File: src/rtl/mmio_button_io.sv
`default_nettype none
// ============================================================================
// mmio_button_io : debounced button read port and 1-entry output buffer on
//                  the processor data bus.
// Revision 1.0
// ============================================================================
module mmio_button_io #(
  parameter int NUM_BTNS        = 5,
  parameter int BTN_BASE        = 1000,
  parameter int BTN_STRIDE      = 1000,
  parameter int OUT_ADDR        = 2000,
  parameter int STATUS_ADDR     = 7000,
  parameter int DEBOUNCE_CYCLES = 4,
  parameter int EVENT_MODE      = 1
) (
  input  logic                clock,
  input  logic                reset,
  input  logic [31:0]         address_dmem,
  input  logic                wren,
  input  logic [31:0]         data,
  input  logic [31:0]         q_ram,
  input  logic [NUM_BTNS-1:0] btn_raw,
  output logic [31:0]         q_dmem,
  output logic [31:0]         out_data,
  output logic                out_valid,
  input  logic                out_ready,
  output logic [NUM_BTNS-1:0] btn_level
);

  localparam int          c_CW          = $clog2(DEBOUNCE_CYCLES + 1);
  localparam logic [c_CW-1:0] c_CNT_LAST = c_CW'(DEBOUNCE_CYCLES - 1);
  localparam logic [31:0] c_OUT_ADDR    = 32'(OUT_ADDR);
  localparam logic [31:0] c_STATUS_ADDR = 32'(STATUS_ADDR);
  localparam logic        c_EVENT_MODE  = (EVENT_MODE != 0);

  localparam logic [0:0] c_STABLE   = 1'b0;
  localparam logic [0:0] c_COUNTING = 1'b1;

  logic [NUM_BTNS-1:0] w_hit;
  logic [NUM_BTNS-1:0] w_level;
  logic [NUM_BTNS-1:0] w_event;

  generate
    for (genvar k = 0; k < NUM_BTNS; k++) begin : g_btn
      localparam logic [31:0] c_ADDR = 32'(BTN_BASE + k * BTN_STRIDE);

      logic [1:0]      r_sync;
      logic [0:0]      r_state;
      logic [0:0]      w_state_next;
      logic [c_CW-1:0] r_cnt;
      logic [c_CW-1:0] w_cnt_next;
      logic            w_load;
      logic            r_lvl;
      logic            r_evt;
      logic            w_lvl_next;
      logic            w_evt_next;

      assign w_hit[k] = !wren && (address_dmem == c_ADDR);

      always_ff @(posedge clock) begin
        if (reset) begin
          r_sync  <= 2'b00;
          r_state <= c_STABLE;
          r_cnt   <= '0;
          r_lvl   <= 1'b0;
          r_evt   <= 1'b0;
        end else begin
          r_sync  <= {r_sync[0], btn_raw[k]};
          r_state <= w_state_next;
          r_cnt   <= w_cnt_next;
          r_lvl   <= w_lvl_next;
          r_evt   <= w_evt_next;
        end
      end

      // In STABLE the effective count is zero, so a single-cycle debounce loads at once.
      always_comb begin
        w_state_next = c_STABLE;
        w_cnt_next   = '0;
        w_load       = 1'b0;
        if (r_sync[1] != r_lvl) begin
          if (r_state == c_COUNTING ? (r_cnt == c_CNT_LAST) : (DEBOUNCE_CYCLES == 1)) begin
            w_load = 1'b1;
          end else begin
            w_state_next = c_COUNTING;
            w_cnt_next   = (r_state == c_COUNTING) ? r_cnt + 1'b1 : c_CW'(1);
          end
        end
      end

      // A rising edge in the same cycle as a read clear wins over the clear.
      always_comb begin
        w_lvl_next = w_load ? r_sync[1] : r_lvl;
        w_evt_next = (w_load & r_sync[1]) | (r_evt & ~(w_hit[k] & c_EVENT_MODE));
      end

      assign w_level[k] = r_lvl;
      assign w_event[k] = r_evt;
    end
  endgenerate

  assign btn_level = w_level;

  logic        r_overflow;
  logic [31:0] r_out_data;
  logic        r_out_valid;
  logic        w_store;
  logic        w_ov_set;
  logic        w_status_hit;
  logic        w_btn_bit;
  logic [31:0] w_status;

  assign w_store      = wren && (address_dmem == c_OUT_ADDR);
  assign w_ov_set     = w_store && r_out_valid && !out_ready;
  assign w_status_hit = !wren && (address_dmem == c_STATUS_ADDR) && !(|w_hit);
  // Event field occupies bits 30:16 so that the overflow flag keeps bit 31.
  assign w_status     = {r_overflow, 15'(w_event), 16'(w_level)};

  always_comb begin
    w_btn_bit = 1'b0;
    for (int k = NUM_BTNS - 1; k >= 0; k--) begin
      if (w_hit[k]) w_btn_bit = c_EVENT_MODE ? w_event[k] : w_level[k];
    end
    if (|w_hit)            q_dmem = {31'b0, w_btn_bit};
    else if (w_status_hit) q_dmem = w_status;
    else                   q_dmem = q_ram;
  end

  always_ff @(posedge clock) begin
    if (reset) begin
      r_out_data  <= 32'b0;
      r_out_valid <= 1'b0;
      r_overflow  <= 1'b0;
    end else begin
      if (w_store) begin
        if (!r_out_valid || out_ready) begin
          r_out_data  <= data;
          r_out_valid <= 1'b1;
        end
      end else if (r_out_valid && out_ready) begin
        r_out_valid <= 1'b0;
      end
      r_overflow <= w_ov_set | (r_overflow & ~w_status_hit);
    end
  end

  assign out_data  = r_out_data;
  assign out_valid = r_out_valid;

endmodule
`default_nettype wire

File: config.mk
export PLATFORM = sky130hd
export DESIGN_NAME = mmio_button_io
export DESIGN_NICKNAME = d
export VERILOG_FILES = /design/src/rtl/mmio_button_io.sv
export SDC_FILE = /design/constraint.sdc
export NUM_CORES = 1
export LEC_CHECK = 0
export BUFFER_PORTS_ARGS = -buffer_cell sky130_fd_sc_hd__buf_4
export CORE_ASPECT_RATIO = 1.4
export CORE_MARGIN = 2
export CORE_UTILIZATION = 48
export CTS_CLUSTER_SIZE = 30
export DETAILED_ROUTE_END_ITERATION = 8
export GPL_TIMING_DRIVEN = 1
export PLACE_DENSITY = 0.85
export SYNTH_ARGS = -nofsm -noshare
export SYNTH_HDL_FRONTEND = slang
export SYNTH_SLANG_ARGS = --single-unit
File: constraint.sdc
create_clock -name clock -period 7.4 [get_ports clock]
set_input_delay 1.48 -clock clock [delete_from_list [all_inputs] [get_ports clock]]
set_output_delay 1.48 -clock clock [all_outputs]
set_load 0.03 [all_outputs]
# After elaboration in Yosys (flattened, before gate mapping)
# Index checks and enable logic that the tools add are counted.
# W data, S select, Z words.
# word_totals
register_bits	74
romBits	0
ramBits	0
mem_count	0
inputBits	105
out_inout_bits	70
latchBits	0
elab_cells	158
# classes
mux	35
n_eq_ne	17
add_sub_neg	5
n_shift	0
reduce_logical	35
div_mod_pow	0
mul	0
order_cmp	0
bitwise	33
# op_table
cell	count
$eq A32 B12 Y1 const B	2
$eq A32 B13 Y1 const B	2
$mux W32	2
$mux W1	33
$eq A32 B10 Y1 const B	1
$eq A32 B11 Y1 const B	1
$reduce_or A4 Y1	5
$not A1 Y1	16
$add A3 B1 Y3 const B	5
$eq A3 B2 Y1 const B	5
$reduce_or A3 Y1	5
$and A1 B1 Y1	11
$logic_and A1 B1 Y1	11
$reduce_or A2 Y1	5
$or A1 B1 Y1	6
$ne A1 B1 Y1	5
$reduce_or A5 Y1	1
$logic_not A1 Y1	4
$reduce_and A2 Y1	2
$ne A2 B1 Y1 const B	1
$reduce_bool A2 Y1	1
$logic_or A1 B1 Y1	1

# Longest topological paths before layout
# Gate-level depths: netlist (run 1).
# depth
word_depth	8
ltp_mapped	9
ltp_nobuf	7

# Worst setup path after synthesis (run 1)
# Ideal clock, no wire load.
# synth_path
kind	input to output
from	input port address_dmem[15]
to	output port q_dmem[1]
cell_stages	6
required_time_ns	5.920
path_buffers	1
slack_ns	2.590
arrival_time_ns	3.330
path_cell_list	or3_1 or4_4 nor4_4 buf_6 mux2i_1 nor2_1
# synth_between
elab_chain_cells	7
elab_cells_between_ends	17
classes_between	6 x eq/ne; 2 x mux; 9 x reduce/logical
# synth_lines
item	line_no	source
start, declared	18	input logic [31:0] address_dmem,
$eq A32 B10 Y1, or another cell as far along	58	assign w_hit[k] = !wren && (address_dmem == c_ADDR);
$logic_and A1 B1 Y1	58	
$reduce_or A5 Y1	115, 124	
$logic_not A1 Y1	115	assign w_status_hit = !wren && (address_dmem == c_STATUS_ADDR) && !(|w_hit);
$logic_and A1 B1 Y1	115	
$mux W32	125	else if (w_status_hit) q_dmem = w_status;
$mux W32 (*)	124	if (|w_hit) q_dmem = {31'b0, w_btn_bit};
end, declared	23	output logic [31:0] q_dmem,
# Every way passes the cells marked *; elsewhere a longest branch is shown, timed or not.

# Worst setup path in the final report (run 1)
# layout_path
from	input port address_dmem[30]
to	output port q_dmem[21]
# The elaborated chain is that of the path after synthesis.

==> run summary, run 1 <==
outcome = completed
Ports = 175
Initial Utilization = 0.500
maximum VDD drop = 175 uV
Area Growth Syn to Fin = 47.2%
Worst R2R Path Depth = 4
Worst Hold Depth = 1
vias in the first global route = 3,206
critical path arrival = 4300 ps
Gates resized, CTS repair = 0
Clk pwr share = 0.450
worst-margin pin slew = 1150 ps
Final Slew Violations = 0
predominant post-synthesis flop cell = dfxtp_1
placed cell area = 4600 um^2
Residual DRC = 0
Worst-Skew Late Latency = 350 ps
Clock transition at path regs = 70 ps
input/output buffers = 174
MaxCap Viol Count = 0
syn_nets = 515
count leader, synth = nand2_1
fillers = 515
Final Critical Period = 5780 ps
total grt overflow = 0
CORE AREA = 6610 um^2
Fin. Hold Viols = 0
Unique masters post-synth = 41
Critical Path Start = address_dmem[30]
internal power = 0.724 mW
met1 WL = 3330 um
CP Max Fanout = 21
initial drt markers = 143
power per standard cell area = 189 nW/um^2
setup violators final = 0
ANT cells = 0
routed vias/inst = 5.09
clock buffer count from CTS = 9
root buf cell = clkbuf_8
CTS tree = built
design area = 4870 um^2
Die X = 74.1 um
area share of the largest cell type after synthesis = 0.448
Max-slew headroom = 0.235
Die H = 102 um
Critical path destination = q_dmem[21]
Die Area = 7580 um^2
dpl cells = 641
layout cells sized above 1 = 0.343
initial antenna violation count = 0
sw frac = 0.212
Crit. End Element = output pin
fraction of registers with async set/reset = 0
CTS H-tree depth = 3
HPWL Detailed = 6900 um
worst reg2reg endpoint = out_data[27]
RSZ-0062 raised after global routing = no
CTS Hold Bufs = 0
clock skew = 8.79 ps
DRT Wirelength = 9220 um
Critical R2R Launch = out_valid
routability cong. = 0.883
combinational share of power = 0.109
Seq pwr share = 0.441
Final Core Density = 0.736
Post-CTS Setup Bufs = 0
ranking of synthesized cells by area = dfxtp_1 (45%), nand2_1 (10%), a21oi_1 (6.7%)
Yosys top cell by area = dfxtp_1
non-filler cells, final = 657
met3 WL post-DR = 1140 um
synthesized area per cell = 8.26 um^2
Post-synth EDFFs = 0
antenna-violating nets left = 0
Setup TNS = 0 ps
wire length per cell = 14.0 um
Layout Nets = 675
Switching Power = 0.194 mW
crit path kind = input pin to output pin
leakage = 2.09 nW
CP Launch Type = input pin
Ys Warns = 0
Post-synth top cells = nand2_1 (90), dfxtp_1 (74), a21oi_1 (44)
min-delay src = g_btn[2].r_sync[0]
Max Fclk = 173 MHz
Clock Path Buffers = 2
Critical Path RT = 5920 ps
first-pass GRT wire length = 13,800 um
GRT Total Usage = 0.238
clk sink count = 74
#FFs+latches synth = 74
Cell Area, Synth = 3310 um^2
DR top layer = met4
met2 wire length = 4520 um
fraction of the yosys area taken by sequential cells = 0.448
Hold Crit Class = register to register
Rows = 35
R2R Setup Slk = 5570 ps
fin crit share = 0.781
largest net degree at the start of global routing = 65
via count = 3,345
First-pass DRT Iterations = 4
Gate Count Post-Synth = 400
[state kept, by name, indices dropped and copies added, names as in the netlist]
register / cells
out_valid: 1
g_btn.r_evt: 5
out_data: 32
g_btn.r_lvl: 5
g_btn.r_cnt: 15
r_overflow: 1
g_btn.r_state: 5
g_btn.r_sync: 10
[layout by cell type (no fill, tap or decap), drive strengths merged, types with 11 or more instances in the layout]
cell    synthesis  final
a21oi          44     44
nand2          90     90
buf            18    175
nor2b          14     14
dfxtp          74     74
clkbuf          8     11
nor2           27     27
nor4           14     14
inv            11     11
and2           21     21
[critical path: stages]
cell and delay, ps:
buf_4 110, nor4_1 270, nand4_1 490, nor4_4 1020, nor2_1 460, and2_1 300
buf_4 160
[per-layer routing]
| metal | GRT usage | vias up |
|---|---|---|
| met3 | 0.0838 | 21 |
| met4 | 0.106 | 0 |
| met5 | 0 | - |
| met2 | 0.420 | 171 |
| li1 | - | 1673 |
| met1 | 0.250 | 1480 |
[power by group through the flow]
| stage | clock network (mW) | registers (mW) | logic (mW) |
|---|---|---|---|
| detailed placement | 0 | 0.414 | 0.101 |
| CTS | 0.419 | 0.405 | 0.101 |
| floorplan | 0 | 0.413 | 0.0402 |
| global route | 0.433 | 0.405 | 0.107 |
| finish | 0.413 | 0.405 | 0.101 |
| global placement | 0 | 0.414 | 0.0995 |
[cells by family after synthesis]
family,count (synthesis),share of synthesized area
simple gates,207,0.317
flops,74,0.448
compound gates,57,0.0999
buf+inv,37,0.0534
mux,10,0.0303
fa+ha+maj,10,0.0379
xor+xnor,5,0.0132
[worst min path at each step]
stage	slack [ps]	end
floorplan	410	g_btn[0].r_sync[1]
global placement	420	g_btn[3].r_sync[1]
detailed placement	420	g_btn[2].r_sync[1]
CTS	440	g_btn[2].r_sync[1]
global route	470	g_btn[2].r_sync[1]
finish	440	g_btn[2].r_sync[1]
[through the flow]
stage / setup slack, ps / hold slack (ps) / total power [mW]
finish: 1620 / 441 / 0.918
global route: 1310 / 467 / 0.946
CTS: 1580 / 441 / 0.924
detailed placement: 1580 / 424 / 0.514
global placement: 1680 / 425 / 0.513
floorplan: 2590 / 414 / 0.453
[final cells by class]
| cell class | instances | area [um^2] | share of cell area |
|---|---|---|---|
| clock buffers | 11 | 141 | 0.0291 |
| clock inverters | 5 | 125 | 0.0257 |
| inverters | 11 | 41.3 | 0.00849 |
| multi-input cells | 289 | 1650 | 0.339 |
| flip-flops and latches | 74 | 1480 | 0.304 |
| well taps | 92 | 115 | 0.0237 |
| repair buffers | 175 | 1310 | 0.270 |
No activity file was read; power rests on OpenSTA's default activity.
==> run 2: changes to the inputs <==
--- a/config.mk
+++ b/config.mk
@@ -8,11 +8,11 @@
 export BUFFER_PORTS_ARGS = -buffer_cell sky130_fd_sc_hd__buf_4
 export CORE_ASPECT_RATIO = 1.4
 export CORE_MARGIN = 2
-export CORE_UTILIZATION = 48
+export CORE_UTILIZATION = 45
 export CTS_CLUSTER_SIZE = 30
 export DETAILED_ROUTE_END_ITERATION = 8
 export GPL_TIMING_DRIVEN = 1
-export PLACE_DENSITY = 0.85
+export PLACE_DENSITY = 0.8
 export SYNTH_ARGS = -nofsm -noshare
 export SYNTH_HDL_FRONTEND = slang
 export SYNTH_SLANG_ARGS = --single-unit
==> constraint.sdc (replaced) <==
create_clock -name clock -period 5.63 [get_ports clock]
set_input_delay 1.126 -clock clock [delete_from_list [all_inputs] [get_ports clock]]
set_output_delay 1.126 -clock clock [all_outputs]
set_load 0.03 [all_outputs]
==> run 2 against run 1 <==
Effect of this change:
- non-clock buffer count rose by 1
- worst hold slack improved by 1.9 ps
- final cell count is 0.91% higher
- first-iteration DRC count decreased by 7.0%
- clock skew shrank 2.0 ps
- cell area shrank 0.72%
- via count is 0.66% higher
- largest cell class unchanged
==> run summary, run 2 (same netlist as run 1, synthesis figures left out) <==
Die Area = 8060 um^2 (+6.4%)
register area = 1480 um^2 (unchanged)
initial antenna violation count = 0 (unchanged)
worst-margin pin slew = 1130 ps (-18.7 ps)
GRT Total Usage = 0.232 (-0.00573)
clock skew = 6.74 ps (-2.05 ps)
via count = 3,367 (+0.66%)
Max-slew headroom = 0.248 (+0.0125)
wire length per cell = 14.4 um (+2.4%)
Final Critical Period = 4920 ps
Die X = 76.4 um (+3.1%)
Initial Utilization = 0.458 (-0.0422)
Worst-Skew Late Latency = 340 ps (about the same)
Critical Path RT = 4500 ps (-1420 ps)
Area Growth Syn to Fin = 46.1%
placed cell area = 4610 um^2 (+0.30%)
Worst path max stage delay = 790 ps (-230 ps)
Clock Path Buffers = 2 (unchanged)
DRT Wirelength = 9530 um (+3.4%)
clock buffer count from CTS = 9 (unchanged)
Post-CTS Setup Bufs = 0 (unchanged)
worst path cell trace = buf_4 > and3b_1 > nand4_1 > nor4_1 > a2111o_1 > nor2_1 > and2_1 > buf_4
max FFs per register = 32 (unchanged)
CTS Hold Bufs = 0 (unchanged)
outcome = completed
Final Core Density = 0.669 (-0.0669)
clk sink count = 74 (unchanged)
largest net degree at the start of global routing = 65 (unchanged)
root buf cell = clkbuf_8
hold_ws = 443 ps (+1.91 ps)
input/output buffers = 174 (unchanged)
Crit. End Element = output pin
HPWL Detailed = 7320 um (+6.1%)
setup violators final = 0 (unchanged)
dpl cells = 647 (+0.94%)
layout cells sized above 1 = 0.346 (+0.00293)
power per standard cell area = 230 nW/um^2 (+22%)
CORE AREA = 7220 um^2 (+9.2%)
Die H = 105 um (+3.2%)
antenna-violating nets left = 0 (unchanged)
Most common cell on crit path = buf_4
CTS H-tree depth = 3 (unchanged)
First-pass DRT Iterations = 6 (+2)
Layout Nets = 676 (+0.15%)
CTS tree = built
leakage = 2.08 nW (-0.59%)
crit path kind = input pin to output pin
CP Launch Type = input pin
power consumption = 1.11 mW (+21%)
design area = 4830 um^2 (-0.72%)
footprint of the multi-input gates = 1650 um^2 (unchanged)
dpl ws = 682 ps (-897 ps)
worst setup margin = 714 ps (-904 ps)
Clock transition at path regs = 70 ps (about the same)
Ports = 175 (unchanged)
maximum VDD drop = 177 uV (+1.5%)
initial drt markers = 133 (-7.0%)
total grt overflow = 0 (unchanged)
fin crit share = 0.873
Max Fclk = 203 MHz
RSZ-0062 raised after global routing = no
fillers = 630 (+22%)
non-filler cells, final = 663 (+0.91%)
Setup TNS = 0 ps (unchanged)
Rows = 37 (+5.7%)
Gates resized, CTS repair = 0 (unchanged)
Final Slew Violations = 0 (unchanged)
Hold Crit Class = register to register
routability cong. = 0.877 (-0.69%)
ANT cells = 0 (unchanged)
CP Max Fanout = 21 (unchanged)
critical path arrival = 3790 ps (-510 ps)
vias in the first global route = 3,229 (+0.72%)
most frequent cells in the layout = buf_4 (176), nand2_1 (90), dfxtp_1 (74)
MaxCap Viol Count = 0 (unchanged)
first-pass GRT wire length = 14,800 um (+7.1%)
CP max-delay cell = nor2_1
most common cell after layout, fill and taps aside = buf_4
routed vias/inst = 5.08 (-0.25%)
Fin. Hold Viols = 0 (unchanged)
Residual DRC = 0 (unchanged)
run 2: cell count changes in the layout (fill, tap and decap cells not counted), sizes merged:
cell / change
clkbuf: -1
buf: +1
clkinv: +3
bufinv: -2
run 2: worst max-delay path: cells and delay by family:
| family | cells | cell delay (ps) |
|---|---|---|
| compound gates | 1 | 640 |
| buf+inv | 2 | 260 |
| simple gates | 5 | 1750 |
run 2: cell type report:
cell class,instances,share of cell area
flip-flops and latches,74,0.307
inverters,11,0.00855
repair buffers,176,0.274
clock inverters,6,0.0166
well taps,97,0.0251
multi-input cells,289,0.341
clock buffers,10,0.0285
run 2: routing by layer:
metal | GRT usage | share of wire | up-vias
met5 | 0 | 0 | -
met4 | 0.0883 | 0.016 | 0
met3 | 0.123 | 0.12 | 13
met2 | 0.402 | 0.49 | 183
met1 | 0.234 | 0.37 | 1503
li1 | - | - | 1668
run 2: power breakdown:
part | switching [mW] | internal, mW
combinational | 0.0618 | 0.0723
sequential | 0.00344 | 0.528
clock | 0.186 | 0.258
run 2: worst paths after layout:
| path | start | endpoint | slack, ps | depth (start not counted) |
|---|---|---|---|---|
| setup / recovery | address_dmem[8] | q_dmem[10] | 710 | 8 |
| hold / removal | g_btn[2].r_sync[0] | g_btn[2].r_sync[1] | 440 | 1 |
| setup reg to reg | out_valid | out_data[16] | 3820 | 4 |
| hold reg to reg | g_btn[2].r_sync[0] | g_btn[2].r_sync[1] | 440 | 1 |
